### src/rtl/dma_bram_port_pkg.sv
// ---------------------------------------------------------------------------
// dma_bram_port_pkg
// Definitions shared by the DMA BRAM front-end and the DMA controller:
// default bus geometry, read-return owner encoding, the arbiter selection
// code and the tag carried down the read-return pipeline.
// ---------------------------------------------------------------------------
package dma_bram_port_pkg;

    localparam int unsigned DEF_ADDR_WIDTH = 13;
    localparam int unsigned DEF_DATA_WIDTH = 32;
    localparam int unsigned DEF_MEM_DEPTH  = 3072;

    // Which requester a returning read belongs to
    typedef enum logic {
        OWN_DMA = 1'b0,
        OWN_CPU = 1'b1
    } owner_e;

    // Access that owns the BRAM port in the current cycle
    typedef enum logic [1:0] {
        SEL_NONE   = 2'd0,
        SEL_DMA_WR = 2'd1,
        SEL_DMA_RD = 2'd2,
        SEL_CPU    = 2'd3
    } sel_e;

    // Per-read bookkeeping travelling alongside the BRAM read latency
    typedef struct packed {
        logic   valid;
        owner_e owner;
        logic   oob;
    } rd_tag_t;

endpackage : dma_bram_port_pkg

### src/rtl/dma_bram_rd_pipe.sv
// ---------------------------------------------------------------------------
// dma_bram_rd_pipe
// RD_LATENCY-deep shift register of {valid, owner, oob} tags that tracks
// issued reads so the returning BRAM data can be steered to its requester.
// Ports:
//   wb_clk_i   clock
//   wb_rst_ni  asynchronous active-low reset (discards in-flight reads)
//   issue_tag  tag of the read issued this cycle (valid=0 when none)
//   ret_tag    tag of the read whose data is on bram_rdata this cycle
// ---------------------------------------------------------------------------
module dma_bram_rd_pipe
    import dma_bram_port_pkg::*;
#(
    parameter int unsigned RD_LATENCY = 1
) (
    input  logic    wb_clk_i,
    input  logic    wb_rst_ni,
    input  rd_tag_t issue_tag,
    output rd_tag_t ret_tag
);

    rd_tag_t stage_q [RD_LATENCY];

    // Tag shift register, one stage per BRAM latency cycle
    always_ff @(posedge wb_clk_i or negedge wb_rst_ni) begin
        if (!wb_rst_ni) begin
            for (int i = 0; i < int'(RD_LATENCY); i++) begin
                stage_q[i] <= '0;
            end
        end else begin
            stage_q[0] <= issue_tag;
            for (int i = 1; i < int'(RD_LATENCY); i++) begin
                stage_q[i] <= stage_q[i-1];
            end
        end
    end

    assign ret_tag = stage_q[RD_LATENCY-1];

endmodule : dma_bram_rd_pipe

### src/rtl/dma_bram_port.sv
// ---------------------------------------------------------------------------
// dma_bram_port
// Single-port BRAM front-end shared by DMA writes, DMA reads and CPU
// accesses. One access per cycle; DMA writes always win because the DMA
// stream side cannot stall. A CPU denied STARVE_MAX consecutive cycles
// outranks DMA reads. Read data returns in issue order after RD_LATENCY.
//
// Optional feature: define DMA_BRAM_PORT_BOUNDS_CHECK_EN to accept but not
// issue accesses at addr >= MEM_DEPTH (reads return 0) and set a sticky
// addr_err. Without it, addresses pass unchecked and addr_err is 0.
//
// Ports:
//   wb_clk_i, wb_rst_ni                       clock, async active-low reset
//   mem_r_ready/addr -> mem_r_ack             DMA read request / accept
//   mem_r_valid, mem_r_data                   DMA read return
//   mem_w_valid/addr/data                     DMA write (never stalled)
//   cpu_req/we/addr/wdata -> cpu_gnt          CPU request / accept
//   cpu_rvalid, cpu_rdata                     CPU read return
//   bram_en/we/addr/wdata, bram_rdata         BRAM port
//   addr_err                                  sticky out-of-range flag
// ---------------------------------------------------------------------------
module dma_bram_port
    import dma_bram_port_pkg::*;
#(
    parameter int unsigned ADDR_WIDTH = DEF_ADDR_WIDTH,
    parameter int unsigned DATA_WIDTH = DEF_DATA_WIDTH,
    parameter int unsigned MEM_DEPTH  = DEF_MEM_DEPTH,
    parameter int unsigned RD_LATENCY = 1,
    parameter int unsigned STARVE_MAX = 4
) (
    input  logic                    wb_clk_i,
    input  logic                    wb_rst_ni,
    input  logic                    mem_r_ready,
    input  logic [ADDR_WIDTH-1:0]   mem_r_addr,
    output logic                    mem_r_ack,
    output logic                    mem_r_valid,
    output logic [DATA_WIDTH-1:0]   mem_r_data,
    input  logic                    mem_w_valid,
    input  logic [ADDR_WIDTH-1:0]   mem_w_addr,
    input  logic [DATA_WIDTH-1:0]   mem_w_data,
    input  logic                    cpu_req,
    input  logic                    cpu_we,
    input  logic [ADDR_WIDTH-1:0]   cpu_addr,
    input  logic [DATA_WIDTH-1:0]   cpu_wdata,
    output logic                    cpu_gnt,
    output logic                    cpu_rvalid,
    output logic [DATA_WIDTH-1:0]   cpu_rdata,
    output logic                    bram_en,
    output logic [DATA_WIDTH/8-1:0] bram_we,
    output logic [ADDR_WIDTH-1:0]   bram_addr,
    output logic [DATA_WIDTH-1:0]   bram_wdata,
    input  logic [DATA_WIDTH-1:0]   bram_rdata,
    output logic                    addr_err
);

    localparam int unsigned BE_W = DATA_WIDTH / 8;
    localparam int unsigned SC_W = (STARVE_MAX < 1) ? 1 : $clog2(STARVE_MAX + 1);

    // Elaboration-time parameter sanity
    if (RD_LATENCY < 1 || RD_LATENCY > 4 ||
        64'(MEM_DEPTH) > (64'd1 << ADDR_WIDTH)) begin : g_param_err
        $error("dma_bram_port: RD_LATENCY or MEM_DEPTH out of range");
    end

    sel_e                  sel;
    logic [SC_W-1:0]       starve_q;
    logic                  cpu_starved;
    logic                  acc_valid;
    logic                  acc_we;
    logic                  acc_oob;
    logic                  acc_issue;
    logic [ADDR_WIDTH-1:0] acc_addr;
    logic [DATA_WIDTH-1:0] acc_wdata;
    rd_tag_t               issue_tag;
    rd_tag_t               ret_tag;
    logic [DATA_WIDTH-1:0] rd_data;

    assign cpu_starved = (starve_q == SC_W'(STARVE_MAX));

    // Priority select; held idle in reset so every output reads 0
    always_comb begin
        sel = SEL_NONE;
        if (wb_rst_ni) begin
            if (mem_w_valid) begin
                sel = SEL_DMA_WR;
            end else if (cpu_req && (cpu_starved || !mem_r_ready)) begin
                sel = SEL_CPU;
            end else if (mem_r_ready) begin
                sel = SEL_DMA_RD;
            end
        end
    end

    // Winning access fields and accept strobes
    always_comb begin
        acc_addr  = '0;
        acc_wdata = '0;
        acc_we    = 1'b0;
        mem_r_ack = 1'b0;
        cpu_gnt   = 1'b0;
        unique case (sel)
            SEL_DMA_WR: begin
                acc_addr  = mem_w_addr;
                acc_wdata = mem_w_data;
                acc_we    = 1'b1;
            end
            SEL_DMA_RD: begin
                acc_addr  = mem_r_addr;
                mem_r_ack = 1'b1;
            end
            SEL_CPU: begin
                acc_addr  = cpu_addr;
                acc_wdata = cpu_wdata;
                acc_we    = cpu_we;
                cpu_gnt   = 1'b1;
            end
            default: ;
        endcase
    end

    assign acc_valid = (sel != SEL_NONE);

`ifdef DMA_BRAM_PORT_BOUNDS_CHECK_EN
    localparam logic [ADDR_WIDTH:0] DEPTH_LIM = (ADDR_WIDTH+1)'(MEM_DEPTH);

    logic addr_err_q;

    assign acc_oob = acc_valid && ({1'b0, acc_addr} >= DEPTH_LIM);

    // Sticky until reset
    always_ff @(posedge wb_clk_i or negedge wb_rst_ni) begin
        if (!wb_rst_ni) begin
            addr_err_q <= 1'b0;
        end else if (acc_oob) begin
            addr_err_q <= 1'b1;
        end
    end

    assign addr_err = addr_err_q;
`else
    assign acc_oob  = 1'b0;
    assign addr_err = 1'b0;
`endif

    // Out-of-range accesses are accepted but never reach the BRAM
    assign acc_issue  = acc_valid && !acc_oob;
    assign bram_en    = acc_issue;
    assign bram_we    = (acc_issue && acc_we) ? {BE_W{1'b1}} : '0;
    assign bram_addr  = acc_issue ? acc_addr : '0;
    assign bram_wdata = (acc_issue && acc_we) ? acc_wdata : '0;

    // Consecutive-denial counter, saturating at STARVE_MAX
    always_ff @(posedge wb_clk_i or negedge wb_rst_ni) begin
        if (!wb_rst_ni) begin
            starve_q <= '0;
        end else if (!cpu_req || cpu_gnt) begin
            starve_q <= '0;
        end else if (!cpu_starved) begin
            starve_q <= starve_q + SC_W'(1);
        end
    end

    assign issue_tag = '{
        valid: acc_valid && !acc_we,
        owner: (sel == SEL_CPU) ? OWN_CPU : OWN_DMA,
        oob:   acc_oob
    };

    dma_bram_rd_pipe #(
        .RD_LATENCY (RD_LATENCY)
    ) u_rd_pipe (
        .wb_clk_i  (wb_clk_i),
        .wb_rst_ni (wb_rst_ni),
        .issue_tag (issue_tag),
        .ret_tag   (ret_tag)
    );

    // Data is passed through only while a read returns; out-of-range reads return 0
    assign rd_data     = (ret_tag.valid && !ret_tag.oob) ? bram_rdata : '0;
    assign mem_r_valid = ret_tag.valid && (ret_tag.owner == OWN_DMA);
    assign cpu_rvalid  = ret_tag.valid && (ret_tag.owner == OWN_CPU);
    assign mem_r_data  = rd_data;
    assign cpu_rdata   = rd_data;

endmodule : dma_bram_port

### config.mk
export PLATFORM = sky130hd
export DESIGN_NAME = dma_bram_port
export DESIGN_NICKNAME = d
export VERILOG_FILES = /design/src/rtl/dma_bram_port_pkg.sv /design/src/rtl/dma_bram_rd_pipe.sv /design/src/rtl/dma_bram_port.sv
export SDC_FILE = /design/constraint.sdc
export NUM_CORES = 1
export LEC_CHECK = 0
export ABC_CLOCK_PERIOD_IN_PS = 1560
export BUFFER_PORTS_ARGS = -buffer_cell sky130_fd_sc_hd__buf_4
export CAP_MARGIN = 25
export CELL_PAD_IN_SITES_DETAIL_PLACEMENT = 1
export CELL_PAD_IN_SITES_GLOBAL_PLACEMENT = 2
export CORE_MARGIN = 2
export CORE_UTILIZATION = 10
export DETAILED_ROUTE_END_ITERATION = 8
export GPL_TIMING_DRIVEN = 1
export HOLD_SLACK_MARGIN = 0.15
export PLACE_DENSITY_LB_ADDON = 0.1
export SLEW_MARGIN = 20
export SYNTH_ARGS = -nofsm -noshare
export SYNTH_HDL_FRONTEND = slang
export SYNTH_HIERARCHICAL = 1
export SYNTH_SLANG_ARGS = --single-unit
### constraint.sdc
create_clock -name wb_clk_i -period 1.56 [get_ports wb_clk_i]
set_input_delay 0.078 -clock wb_clk_i [delete_from_list [all_inputs] [get_ports wb_clk_i]]
set_output_delay 0.078 -clock wb_clk_i [all_outputs]
set_load 0.005 [all_outputs]
-- After elaboration in Yosys (flattened, before gate mapping)
Index checks and enable logic that the tools add are counted.
W data, S select, Z words.
- flip-flop bits (word level): 5
- bits of input ports: 141
- output and inout bits: 119
- logic and storage cells: 36
- add/subtract/negate cells: 1
- eq/ne operators: 5
- muxes and demuxes: 15
- bitwise gates (word level): 1
- reductions and logical operators: 11
- operator list (kind ; count):
    $mux W32 ; 2
    $pmux W32 S2 ; 1
    $pmux W13 S3 ; 1
    $mux W13 ; 1
    $mux W2 ; 4
    $mux W3 ; 2
    $logic_and A1 B1 Y1 ; 5
    $eq A2 B2 Y1 const B ; 2
    $mux W4 ; 1
    $add A3 B1 Y3 const B ; 1
    $eq A3 B3 Y1 const B ; 1
    $logic_not A1 Y1 ; 3
    $eq A2 B1 Y1 const B ; 1
    $logic_or A1 B1 Y1 ; 2
    $mux W1 ; 2
    $ne A2 B1 Y1 const B ; 1
    $pmux W1 S2 ; 1
    $reduce_bool A2 Y1 ; 1
    $not A1 Y1 ; 1

-- Logic depth before layout (Yosys ltp)
- depth in word-level cells: 10
- gate-level depth with buffers: 7
- gate-level depth less buffers: 5

-- Hierarchy
Netlist, hierarchy kept.
- by module, submodules not included (module ; times used ; cells an instance ; area an instance (sq um) ; seq. area each (sq um)):
    dma_bram_port ; 1 ; 173 ; 1391.3 ; 75.1
    dma_bram_rd_pipe ; 1 ; 3 ; 75.1 ; 75.1

-- Worst setup path after synthesis
Ideal clock, no wire load.
- path type: register to output
- start: reg starve_q[0]
- end: out bram_we[1]
- data arrival time: 1.490 ns
- required time: 1.482 ns
- slack: -0.008 ns
- cell stages (with the launch flop): 7
- buffers on the path: 1
- cells stage by stage: dfrtp_1 > inv_1 > ha_1 > nand2_1 > a211oi_4 > or2_2 > buf_4
- longest elaborated chain between the ends: 10
- elaborated cells on any way between the ends: 12
- those cells by class: 3 x eq/ne; 5 x mux; 4 x reduce/logical
- RTL lines (what ; line ; text):
    from (decl) ; dma_bram_port.sv:66 ; logic [SC_W-1:0] starve_q;
    from (signal assigned) ; dma_bram_port.sv:159 ; starve_q <= starve_q + SC_W'(1);
    $eq A3 B3 Y1 * ; dma_bram_port.sv:78 ; assign cpu_starved = (starve_q == SC_W'(STARVE_MAX));
    $logic_or A1 B1 Y1 * ; dma_bram_port.sv:86 ; end else if (cpu_req && (cpu_starved || !mem_r_ready)) begin
    $logic_and A1 B1 Y1 * ; dma_bram_port.sv:86 ;
    $mux W2 * ; dma_bram_port.sv:86 ;
    $mux W2 * ; dma_bram_port.sv:84 ; if (mem_w_valid) begin
    $mux W2 * ; dma_bram_port.sv:83 ; if (wb_rst_ni) begin
    $eq A2 B2 Y1 / $eq A2 B1 Y1 (equally long branches) ; dma_bram_port.sv:101 ; unique case (sel)
    $pmux W1 S2 ; dma_bram_port.sv:101 ;
    $logic_and A1 B1 Y1 * ; dma_bram_port.sv:148 ; assign bram_we = (acc_issue && acc_we) ? {BE_W{1'b1}} : '0;
    $mux W4 * ; dma_bram_port.sv:148 ;
    to (decl) ; dma_bram_port.sv:49 ; output logic [DATA_WIDTH/8-1:0] bram_we,
Mark *: on every way between the ends. The rest lies on a longest branch, timed or not.

-- Worst setup path in the final report
- start: reg starve_q[1]
- end: out bram_wdata[9]
- longest elaborated chain between the ends: 10
- elaborated cells on any way between the ends: 13
- those cells by class: 3 x eq/ne; 6 x mux; 4 x reduce/logical
- RTL lines (what ; line ; text):
    $eq A3 B3 Y1 * ; dma_bram_port.sv:78 ;
    $logic_or A1 B1 Y1 * ; dma_bram_port.sv:86 ;
    $logic_and A1 B1 Y1 * ; dma_bram_port.sv:86 ;
    $mux W2 * ; dma_bram_port.sv:86 ;
    $mux W2 * ; dma_bram_port.sv:84 ;
    $mux W2 * ; dma_bram_port.sv:83 ;
    $eq A2 B2 Y1 / $eq A2 B1 Y1 (equally long branches) ; dma_bram_port.sv:101 ;
    $pmux W1 S2 ; dma_bram_port.sv:101 ;
    $logic_and A1 B1 Y1 ; dma_bram_port.sv:150 ; assign bram_wdata = (acc_issue && acc_we) ? acc_wdata : '0;
    $mux W32 * ; dma_bram_port.sv:150 ;
    to (decl) ; dma_bram_port.sv:51 ; output logic [DATA_WIDTH-1:0] bram_wdata,
Marks and branches as above.

==> qor.yml <==
finalPower_w: 0.00135
synthMuxAreaShare_pct: 0.683
syn_avg_cell_area_um2: 8.33
end_kind: "primary output"
status: "finished, violations left"
max_stage_delay_ns: 0.38
fmax_ghz: 0.560
hold_path.class: "in -> reg"
synthAdderAreaFrac_pct: 1.71
finalMaxSlewViolations: 0
ctsRootBufferMaster: "clkbuf_16"
insertion_delay_ns: 0.22
crit_type: "reg -> out"
drive_gt1_share_pct: 77.0
cp.depth: 8
yosysTopAreaCellShare_pct: 18.4
critical_path_buf_inv_count: 4
setup_ws_ns: -0.224
synth-main-ff-cell: "dfrtp_1"
synth_cell_type_count: 29
first_global_vias: 2383
ys_seq_area_share_pct: 10.2
final_nets: 554
setup_violations: 49
max-cap-violations: 0
ys_seq_elements: 6
yosys-top-cells-count: "buf_4, and2_1, a22o_1, a22o_2"
n_antenna_cell: 0
drtIter0Drc: 31
dieArea_um2: 15600
row_count: 44
reg2reg_depth: 7
dr.pass1.iters: 3
final_area_um2: 3720
start_kind: "flip-flop"
die_x_um: 125
vias: 2296
core_area_um2: 14400
syn2layout_area_growth_pct: 153
cts.clk_slew.worst_paths_ns: 0.03
gp_congestion: 0.672
required_ns: 1.48
initial_utilization_pct: 10.2
htreeDepth: 1
period_needed_ns: 1.78
power_density_nw_per_um2: 363
finalHoldViolCount: 0
clk_path_buf_depth: 2
grt_util_all_layers_pct: 9.12
avgRoutedWirePerCell_um: 13.6
crit_family: "buffers and inverters"
dpl.hpwl_um: 6650
port_buffers: 258
synth_top_family_by_area: "compound AO/OA/AOI/OAI gates"
synth_warnings: 6
synth_area_leaders: "buf_4, and2_1, a22o_1, dfrtp_1, a22o_2"
synth_compound_area_share_pct: 33.0
numCtsBuffers: 3
p_leak_nw: 2.01
clock-skew-final_ns: 0.00230
grt_max_degree: 33
yosysTopAreaCell: "buf_4"
hold_depth: 2
synth_edf_count: 0
period_share_pct: 114
placed_area_um2: 3390
synth.most_common_cell: "buf_4"
antenna_found_initial: 0
violations: "setup timing"
wl_um: 8040
io_pins: 260
peakVddDrop_uv: 298
synthArstFlopShare_pct: 100
clock_sinks: 6
fp.dieH_um: 125
cp_slowest_cell: "dfrtp_1"
antenna_left: 0
rsz0062_at_grt: "true"
via_per_inst: 3.87
grt_overflow: 0
synth-simple-area-share_pct: 27.1
grt_pass1_wl_um: 12000
syn-cell-area_um2: 1470
arrival_ns: 1.71
netlist_instances: 176
cp_max_fo: 8
cts_tree: "built"
synthXorXnorAreaFrac_pct: 0.597
worstPathCellList: "inv_2, ha_4, nand2_4, a211oi_4, buf_12, clkbuf_16, a22o_1, buf_4"
drc: 0
## final timing paths
kind,start,endpoint,slack [ns]
worst max-delay path,starve_q[1]$_DFFE_PN0P_,bram_wdata[9],-0.22
worst min-delay path,cpu_req,starve_q[0]$_DFFE_PN0P_,0.17
worst max register to register,starve_q[0]$_DFFE_PN0P_,starve_q[2]$_DFFE_PN0P_,0.12
worst min register to register,starve_q[2]$_DFFE_PN0P_,starve_q[2]$_DFFE_PN0P_,0.65
max in group asynchronous,wb_rst_ni,u_rd_pipe/ret_tag[1]$_DFF_PN0_,0.91
min in group asynchronous,wb_rst_ni,starve_q[2]$_DFFE_PN0P_,0.30
## sequential cells by signal, summed over array words and instances (netlist names)
| register | count |
|---|---|
| u_rd_pipe/ret_tag | 3 |
| starve_q | 3 |
## per-stage QoR
step	setup TNS [ns]	hold WS, ns	instances	worst slack [ns]	util (%)
global route	-13.63	0.176	593	-0.292	25.8
finish	-9.89	0.168	593	-0.224	25.8
CTS	-11.57	0.167	590	-0.261	25.1
detailed placement	-4.18	-0.0874	582	-0.111	23.5
floorplan	0	-0.218	177	0.0243	-
global placement	-3.47	-0.0907	582	-0.0922	23.5
## placed cells by master, fill, tap and decap left out, types with 2 or more instances in the layout
master,n
a221o_1,9
a221o_2,4
a22o_1,22
a22o_2,7
a22o_4,4
and2_1,35
and3_1,5
and3_2,8
buf_12,3
buf_16,2
buf_4,260
buf_6,11
clkbuf_16,5
conb_1,2
dfrtp_1,6
inv_2,2
nor2_1,2
nor2b_1,3
nor3b_1,2
## kinds of logic after synthesis
kind of cell    Yosys count
simple gates             62
xor+xnor                  1
other cells               1
mux                       1
buf+inv                  54
fa+ha+maj                 2
compound gates           49
flops                     6
## area by class of cell
| class | instances | area, um2 |
|---|---|---|
| timing repair buffer | 280 | 2270 |
| clock buffer | 3 | 75.1 |
| sequential | 6 | 150 |
| inverter | 3 | 11.3 |
| tap | 184 | 230 |
| multi-input combinational | 117 | 983 |
| fill | 1738 | 10700 |
## power by group
part / total (W) / switching (W) / internal (W)
combinational: 0.000764 / 0.000243 / 0.000521
sequential: 0.000179 / 0.00000973 / 0.000169
clock: 0.000405 / 0.0000766 / 0.000328
total: 0.00135 / 0.000330 / 0.00102
## repair_timing
item / in CTS / in global routing
setup endpoints to repair: 50 / 50
hold buffers: 1 / 0
pin swaps: 15 / 6
gates cloned: 2 / 2
gates resized for setup: 18 / 8
setup buffers: 2 / 1
hold endpoints to repair: 6 / 0
## routing by layer
metal	vias to the layer above	track usage [%]	share of wire, %
met2	161	17.1	53
li1	1074	-	-
met1	1061	9.81	35
met4	0	0.196	0
met5	-	0	0
met3	0	4.41	12
(Power assumes the default switching activity.)
